## src/rtl/tdc_multi_ch.sv

```systemverilog
// ============================================================================
//  Module   : tdc_multi_ch
//  Purpose  : Multi-channel time-to-digital front end. Per-channel interval
//             counters feed a round-robin arbiter and a FWFT record FIFO.
//  Revision : 1.0  initial release
// ============================================================================
`default_nettype none

module tdc_multi_ch #(
    parameter int NUM_CH      = 4,
    parameter int CNT_W       = 24,
    parameter int FIFO_DEPTH  = 16,
    parameter int SYNC_STAGES = 2
) (
    input  logic                                clk_100m,
    input  logic                                rst_n,
    input  logic [NUM_CH-1:0]                   signal_in,
    input  logic                                enable,
    input  logic [1:0]                          edge_mode,
    output logic [CNT_W+$clog2(NUM_CH):0]       m_data,
    output logic                                m_valid,
    input  logic                                m_ready,
    output logic [$clog2(FIFO_DEPTH):0]         fifo_level,
    output logic [15:0]                         drop_cnt
);

    localparam int CH_W   = $clog2(NUM_CH);
    localparam int ADDR_W = $clog2(FIFO_DEPTH);
    localparam int LVL_W  = ADDR_W + 1;
    localparam int DATA_W = CNT_W + CH_W + 1;
    localparam logic [CNT_W-1:0] CNT_MAX = '1;
    localparam logic [CNT_W-1:0] CNT_ONE = CNT_W'(1);

    // Reset is asserted asynchronously but released on a clock edge.
    logic [1:0] r_rst_pipe;
    logic       w_rst_n;

    always_ff @(posedge clk_100m or negedge rst_n) begin
        if (!rst_n) r_rst_pipe <= 2'b00;
        else        r_rst_pipe <= {r_rst_pipe[0], 1'b1};
    end
    assign w_rst_n = r_rst_pipe[1];

    logic [NUM_CH-1:0] w_hold_v;
    logic [NUM_CH-1:0] w_hold_ovf;
    logic [NUM_CH-1:0] w_drop;
    logic [NUM_CH-1:0] w_grant;
    logic [CNT_W-1:0]  w_hold_cnt [NUM_CH];
    logic [CH_W-1:0]   w_grant_idx;
    logic [CH_W-1:0]   r_rr_ptr;
    logic              w_push;
    logic              w_pop;
    logic              w_full;
    logic              w_empty;
    logic [DATA_W-1:0] w_push_data;

    genvar c;
    generate
        for (c = 0; c < NUM_CH; c++) begin : g_ch
            logic [SYNC_STAGES-1:0] r_sync;
            logic                   r_hist;
            logic                   r_armed;
            logic                   r_ovf;
            logic [CNT_W-1:0]       r_cnt;
            logic                   r_hold_v;
            logic                   r_hold_ovf;
            logic [CNT_W-1:0]       r_hold_cnt;
            logic                   w_sync;
            logic                   w_match;
            logic                   w_edge;
            logic                   w_rec;

            assign w_sync = r_sync[SYNC_STAGES-1];

            always_comb begin
                w_match = w_sync;
                case (edge_mode)
                    2'b01:   w_match = !w_sync;
                    2'b10:   w_match = 1'b1;
                    default: w_match = w_sync;
                endcase
            end

            assign w_edge = enable && (w_sync != r_hist) && w_match;
            assign w_rec  = w_edge && r_armed;
            // A grant in the same cycle frees the slot, so only a stuck entry drops.
            assign w_drop[c] = w_rec && r_hold_v && !w_grant[c];

            always_ff @(posedge clk_100m or negedge w_rst_n) begin
                if (!w_rst_n) begin
                    r_sync <= '0;
                    r_hist <= 1'b0;
                end else begin
                    r_sync <= {r_sync[SYNC_STAGES-2:0], signal_in[c]};
                    r_hist <= w_sync;
                end
            end

            always_ff @(posedge clk_100m or negedge w_rst_n) begin
                if (!w_rst_n) begin
                    r_armed    <= 1'b0;
                    r_ovf      <= 1'b0;
                    r_cnt      <= '0;
                    r_hold_v   <= 1'b0;
                    r_hold_ovf <= 1'b0;
                    r_hold_cnt <= '0;
                end else if (!enable) begin
                    r_armed  <= 1'b0;
                    r_ovf    <= 1'b0;
                    r_cnt    <= '0;
                    r_hold_v <= 1'b0;
                end else begin
                    if (w_edge) begin
                        r_cnt   <= CNT_ONE;
                        r_ovf   <= 1'b0;
                        r_armed <= 1'b1;
                    end else if (r_cnt == CNT_MAX) begin
                        r_ovf <= 1'b1;
                    end else begin
                        r_cnt <= r_cnt + CNT_ONE;
                    end

                    if (w_rec && !w_drop[c]) begin
                        r_hold_v   <= 1'b1;
                        r_hold_ovf <= r_ovf;
                        r_hold_cnt <= r_cnt;
                    end else if (w_grant[c]) begin
                        r_hold_v <= 1'b0;
                    end
                end
            end

            assign w_hold_v[c]   = r_hold_v;
            assign w_hold_ovf[c] = r_hold_ovf;
            assign w_hold_cnt[c] = r_hold_cnt;
        end
    endgenerate

    function automatic int rr_idx(input int base, input int off);
        int s;
        s = base + off;
        if (s >= NUM_CH) s = s - NUM_CH;
        return s;
    endfunction

    always_comb begin
        w_grant     = '0;
        w_grant_idx = '0;
        w_push      = 1'b0;
        for (int i = 0; i < NUM_CH; i++) begin
            if (!w_push && !w_full && w_hold_v[rr_idx(int'(r_rr_ptr), i)]) begin
                w_push                              = 1'b1;
                w_grant[rr_idx(int'(r_rr_ptr), i)]  = 1'b1;
                w_grant_idx                         = CH_W'(rr_idx(int'(r_rr_ptr), i));
            end
        end
    end

    assign w_push_data = {w_hold_ovf[w_grant_idx], w_grant_idx, w_hold_cnt[w_grant_idx]};

    logic [16:0] w_drop_next;
    logic [15:0] r_drop_cnt;

    always_comb begin
        w_drop_next = {1'b0, r_drop_cnt};
        for (int i = 0; i < NUM_CH; i++) begin
            w_drop_next = w_drop_next + 17'(w_drop[i]);
        end
        if (w_drop_next > 17'h0FFFF) w_drop_next = 17'h0FFFF;
    end

    logic [DATA_W-1:0] r_mem [FIFO_DEPTH];
    logic [ADDR_W-1:0] r_wptr;
    logic [ADDR_W-1:0] r_rptr;
    logic [LVL_W-1:0]  r_level;

    assign w_full  = (r_level == LVL_W'(FIFO_DEPTH));
    assign w_empty = (r_level == '0);
    assign w_pop   = !w_empty && m_ready;

    always_ff @(posedge clk_100m) begin
        if (w_push) r_mem[r_wptr] <= w_push_data;
    end

    always_ff @(posedge clk_100m or negedge w_rst_n) begin
        if (!w_rst_n) begin
            r_drop_cnt <= '0;
            r_rr_ptr   <= '0;
            r_wptr     <= '0;
            r_rptr     <= '0;
            r_level    <= '0;
        end else begin
            r_drop_cnt <= w_drop_next[15:0];
            if (w_push) begin
                r_rr_ptr <= (w_grant_idx == CH_W'(NUM_CH - 1)) ? '0 : w_grant_idx + 1'b1;
                r_wptr   <= r_wptr + 1'b1;
            end
            if (w_pop) r_rptr <= r_rptr + 1'b1;
            case ({w_push, w_pop})
                2'b10:   r_level <= r_level + 1'b1;
                2'b01:   r_level <= r_level - 1'b1;
                default: r_level <= r_level;
            endcase
        end
    end

    // Head is masked while empty so the stream reads zero out of reset.
    assign m_valid    = !w_empty;
    assign m_data     = w_empty ? '0 : r_mem[r_rptr];
    assign fifo_level = r_level;
    assign drop_cnt   = r_drop_cnt;

endmodule

`default_nettype wire

```

## config.mk

```make
export PLATFORM = sky130hd
export DESIGN_NAME = tdc_multi_ch
export DESIGN_NICKNAME = d
export VERILOG_FILES = /design/src/rtl/tdc_multi_ch.sv
export SDC_FILE = /design/constraint.sdc
export NUM_CORES = 1
export LEC_CHECK = 0
export CAP_MARGIN = 20
export CORE_MARGIN = 1
export CORE_UTILIZATION = 50
export CTS_CLUSTER_SIZE = 10
export DETAILED_ROUTE_END_ITERATION = 10
export GPL_ROUTABILITY_DRIVEN = 0
export PLACE_DENSITY = 0.8
export SETUP_SLACK_MARGIN = 0.1
export SLEW_MARGIN = 10
export SYNTH_ARGS = -nofsm -noshare
export SYNTH_HDL_FRONTEND = slang
export SYNTH_SLANG_ARGS = --single-unit
```

## constraint.sdc

```tcl
create_clock -name clk_100m -period 8 [get_ports clk_100m]
set_input_delay 1.6 -clock clk_100m [delete_from_list [all_inputs] [get_ports clk_100m]]
set_output_delay 1.6 -clock clk_100m [all_outputs]
set_load 0.01 [all_outputs]
```

# ---- Yosys cells after proc, flatten, opt, wreduce, memory -nomap -nowiden
# Memories as Yosys holds them, arrays and structs flattened.
# Cells that the tools add are included.
dict set report word_totals {
  word_cells 270
  ff_bits 253
  output_inout_bits 49
  ramBits 432
  n_memories 1
}
dict set report classes {
  n_mux 99
  add_sub_neg 20
  n_lt_le_gt_ge 19
  n_eq_ne 30
  bitwise 4
  reduce_logical 59
}
# name depth width rd rd_ports_with_merged_regs wr line
set mem_list {}
lappend mem_list {r_mem 16 27 1 0 1 172} ;# logic [DATA_W-1:0] r_mem [FIFO_DEPTH];
# op count
set op_table {}
lappend op_table {{$mux 24} 14}
lappend op_table {{$lt 32x4->1 const B} 8}
lappend op_table {{$mux 32} 8}
lappend op_table {{$ge 32x1->1 const B} 4}
lappend op_table {{$add 24x1->24 const B} 4}
lappend op_table {{$eq 24x24->1 const B} 4}
lappend op_table {{$add 17x1->17} 3}
lappend op_table {{$mux 1} 51}
lappend op_table {{$bmux 24 s2} 1}
lappend op_table {{$logic_and 1x1->1} 36}
lappend op_table {{$mux 27} 1}
lappend op_table {{$ne 3x1->1 const B} 8}
lappend op_table {{$add 16x1->17} 1}
lappend op_table {{$gt 17x16->1 const B} 1}
lappend op_table {{$logic_not 1->1} 17}
lappend op_table {{$mux 16} 1}
lappend op_table {{$mux 4} 4}
lappend op_table {{$ge 3x3->1 const B} 4}
lappend op_table {{$ne 3x3->1 const B} 4}
lappend op_table {{$or 4x4->4} 3}
lappend op_table {{$sub 3x3->4 const B} 3}
lappend op_table {{$bmux 1 s2} 5}
lappend op_table {{$mux 2} 5}
lappend op_table {{$pmux 5 s2} 1}
lappend op_table {{20 further kinds} 40}

# ---- Longest topological paths before layout
dict set report logic_depth {
  word_depth 33
  ltp_mapped 19
  mapped_depth_nobuf 17
}

# ---- Worst setup path after synthesis
# No wires, ideal clock.
dict set report synth_timing {
  path_type {in2reg}
  start {in edge_mode[0]}
  end {reg r_drop_cnt[10] (netlist: drop_cnt[10])}
  setup_ns 0.134
  stages 17
  t_arrival_ns 5.298
  setup_slack_ns 2.568
  path_buffers 1
  required_time_ns 7.866
  path_cell_list {inv_1 > ha_1 > o21bai_1 > o22ai_1 > nand3_1 > or2_2 > fa_1 > inv_1 > fa_1 > fa_1 > and3_1 > and2_0 > and3_1 > and2_1 > nand4_1 > clkbuf_1 > nand2_1}
}
dict set report synth_between {
  elab_chain_cells 12
  word_cells_on_any_way 28
  classes_between {add/sub (4); order compare (1); eq/ne (2); mux (5); reduce/logical (16)}
}
# element line
set synth_rtl {}
lappend synth_rtl {{from (decl)} 19} ;# input logic [1:0] edge_mode,
lappend synth_rtl {{$eq 2x2->1 or $eq 2x1->1 (tied branches)} 77} ;# case (edge_mode)
lappend synth_rtl {{$pmux 1 s2} 77}
lappend synth_rtl {{$logic_and 1x1->1} 84} ;# assign w_edge = enable && (w_sync != r_hist) && w_match;
lappend synth_rtl {{$logic_and 1x1->1} 85} ;# assign w_rec = w_edge && r_armed;
lappend synth_rtl {{$logic_and 1x1->1 (2 in series)} 87} ;# assign w_drop[c] = w_rec && r_hold_v && !w_grant[c];
lappend synth_rtl {{$add 16x1->17} 167} ;# w_drop_next = w_drop_next + 17'(w_drop[i]);
lappend synth_rtl {{$add 17x1->17 (2 in series)} 167}
lappend synth_rtl {{$add 17x1->17 *} 167}
lappend synth_rtl {{$gt 17x16->1} 169} ;# if (w_drop_next > 17'h0FFFF) w_drop_next = 17'h0FFFF;
lappend synth_rtl {{$mux 16 *} 169}
lappend synth_rtl {{net w_drop_next[10]} 161} ;# logic [16:0] w_drop_next;
lappend synth_rtl {{to (signal assigned)} 193} ;# r_drop_cnt <= w_drop_next[15:0];
lappend synth_rtl {{to (decl)} 162} ;# logic [15:0] r_drop_cnt;
# Mark *: on every way through the listed nets, which the timed path passes. The rest lies on a longest branch.
# A chain may end at the register's enable or synchronous reset.

==> reports/metrics.yaml <==
placement:
  io_buffers: 58
  pre_cts_slack_ns: 1.67
  dp.final_hpwl_um: 36100
sta:
  finalHoldViolCount: 0
  period_minus_slack_ns: 5.91
  worstMarginPinSlew_ns: 1.11
  drv_slew: 0
  max_freq_mhz: 169
  setup_viol: 0
  rsz0062_at_grt: "false"
  setup_slack_ns: 2.09
  holdWs_ns: 0.346
  skew_ns: 0.0319
  post-route-period-util_pct: 73.9
  timing.slew.headroom_pct: 26.1
  finalSetupTns_ns: 0
synth:
  netlist_area_um2: 28800
  syn_area_per_cell_um2: 17.0
  ys_types: 62
  yosys.area.top_type: "edfxtp_1"
  synth_area_leaders: "edfxtp_1 45%, dfrtp_1 22%, mux4_2 12%"
  syn_inst: 1691
  ys_seq_elements: 685
  yosys.area.top_type_share_pct: 45.1
  ys_top_cells_by_count: "432 x edfxtp_1, 253 x dfrtp_1, 156 x mux4_2, 100 x nor2_1, 82 x mux2_2"
  yosysSeqAreaShare_pct: 67.1
  async_flop_share_pct: 36.9
  ys.flop_type: "edfxtp_1"
  synth_edf_count: 432
  yosysMostFrequentCell: "edfxtp_1"
  syn_nets: 1729
  ys_warn_count: 0
detailed_routing:
  drtIter0Drc: 1432
  vias: 15600
  first_pass_iters: 7
  antenna_left: 0
  vias_per_cell: 6.05
  routed_wl_um: 62900
  wl_per_cell_um: 24.4
  drc_errors: 0
critical_path:
  worstSetupStartpointType: "flip-flop"
  setup.worst_path.end_class: "flip-flop"
  slowest_delay_ns: 0.61
  cp_data_required_time_ns: 8.46
  reg2reg_depth: 17
  crit_type: "reg2reg"
  slowest_stage: "dfrtp_1"
  cp_max_fo: 13
  cpMostUsedCell: "fa_1"
  path_cells: "inv_1 -> ha_1 -> mux4_1 -> nor2b_2 -> and2_4 -> a2111oi_4 -> nand2_1 -> fa_1 -> inv_1 -> fa_1 -> fa_1 -> and3_1 -> and2_0 -> and3_1 -> and2_1 -> nand4_1 -> o21ai_0"
  cp_data_arrival_time_ns: 6.37
hold_path:
  min_path_type: "reg2reg"
  whs_path_depth: 0
outcome:
  status: "completed"
power:
  intPower_w: 0.00698
  pwr-share-comb_pct: 23.3
  p_sw_share_pct: 27.4
  ir_drop_mv: 0.199
  powerDensity_nw_per_um2: 295
  power_frac_clock_pct: 33.6
  p_leak_nw: 11.7
  switchingPower_w: 0.00263
  pwr-share-seq_pct: 43.1
floorplan:
  dieWidth_um: 242
  core_um2: 56600
  start_util_pct: 50.8
  die-area_um2: 58500
  num_rows: 87
  num_io_pins: 59
  die_y_um: 242
clock_network:
  root_buffer: "clkbuf_16"
  postCtsSetupBuffers: 0
  cts_resized: 0
  clock_sink_count: 685
  cts_max_level: 3
  clkLatencyLatePin_ns: 0.64
  cts_buffer_depth: 3
  cts_buffers: 79
  postCtsHoldBufs: 0
  path_clk_slew_ns: 0.05
  cts_tree: "done"
global_route:
  grt_pass1_vias: 16400
  grt_max_degree: 200
  antenna_found_initial: 2
  grt_pass1_wl_um: 97800
  overflow: 0
  grt_use_total_pct: 22.0
cells_and_area:
  fin_nets: 1819
  regArea_um2: 19300
  drive_above_1_share_pct: 22.7
  area_growth_pct: 13.5
  diodes: 0
  multiInputGateArea_um2: 9060
  fillers: 4162
flow_run:
  drv_cap: 0
## power groups by stage
stage | Clock (W) | Sequential (W) | Combinational, W
2_1_floorplan | 0 | 0.00409 | 0.00157
3_3_place_gp | 0 | 0.00420 | 0.00220
3_5_place_dp | 0 | 0.00421 | 0.00225
4_1_cts | 0.00328 | 0.00415 | 0.00227
5_1_grt | 0.00340 | 0.00417 | 0.00240
6_report | 0.00323 | 0.00414 | 0.00224
## routing by layer
metal  global-route usage, %  routed length [µm]
met5                       0                  16
met4                    7.67                2050
met3                    3.76                3900
met2                    37.6               32100
met1                    28.5               24800
## critical path: cells and delay by family, from the launching register on
family	cells	cell delay, ns
buffers and inverters	2	0.30
DFF	1	0.61
muxes	1	0.59
AOI/OAI and AO/OA	2	0.68
and+or+nand+nor	8	1.77
adders and majority gates	4	1.78
## cell type report
class                   instances  share of cell area (%)
flip-flops and latches        685                    59.2
well taps                     756                    2.90
clock buffers                 111                    6.46
multi-input cells             890                    27.8
clock inverters                10                   0.479
repair buffers                 86                    2.76
inverters                      39                   0.449
## logic make-up after synthesis
logic type	Yosys count	share of synthesized area [%]
AO/OA/AOI/OAI	106	2.44
other	1	0.0130
AND/OR/NAND/NOR	391	7.17
XOR/XNOR	93	2.83
buffers and inverters	116	1.74
multiplexers	271	17.4
flip-flops	685	67.1
adder cells (fa/ha/maj)	28	1.32
## through the flow
step	cell area [µm²]	power [W]	util (%)	instances
after floorplan	28800	0.00566	-	1691
after global placement	30200	0.00640	53.4	2449
after detailed placement	30400	0.00646	53.6	2454
after CTS	32600	0.00970	57.6	2575
after global routing	32600	0.00997	57.7	2577
final	32600	0.00961	57.7	2577
## layout by cell type (no fill, tap or decap), drive strengths merged, types with 6 or more instances in the layout
cell / n
edfxtp: 432
dfrtp: 253
mux4: 164
clkbuf: 113
mux2: 102
nor2: 100
nand2: 61
clkdlybuf4s50: 58
xor2: 52
inv: 42
xnor2: 41
and2: 39
nand3: 38
a21oi: 32
o21ai: 30
nand4: 27
buf: 26
nor3: 25
ha: 24
and3: 19
and4: 17
or3: 14
nor4: 11
nor3b: 10
nor2b: 8
nand2b: 7
clkinv: 7
a31oi: 6
## path summary, 6_finish.rpt
path	from	slack, ns	to
hold reg to reg	g_ch[0].r_sync[0]$_DFF_PN0_	0.35	g_ch[0].r_sync[1]$_DFF_PN0_
setup reg to reg	flip-flop	2.09	drop_cnt[4]$_DFF_PN0_
min in group asynchronous	r_rst_pipe[1]$_DFF_PN0_	0.37	g_ch[1].r_hold_cnt[18]$_DFFE_PN0P_
hold / removal	g_ch[0].r_sync[0]$_DFF_PN0_	0.35	g_ch[0].r_sync[1]$_DFF_PN0_
setup / recovery	flip-flop	2.09	drop_cnt[4]$_DFF_PN0_
max in group asynchronous	r_rst_pipe[1]$_DFF_PN0_	5.98	r_rptr[1]$_DFFE_PN0P_
## sequential cells by signal, summed over array words and instances (netlist names), 5 cells and up, named ones only
| register | flops |
|---|---|
| drop_cnt | 16 |
| fifo_level | 5 |
| g_ch.r_cnt | 96 |
| g_ch.r_hold_cnt | 96 |
| g_ch.r_sync | 8 |
| r_mem | 432 |
Power figures use the tool's default switching activity.
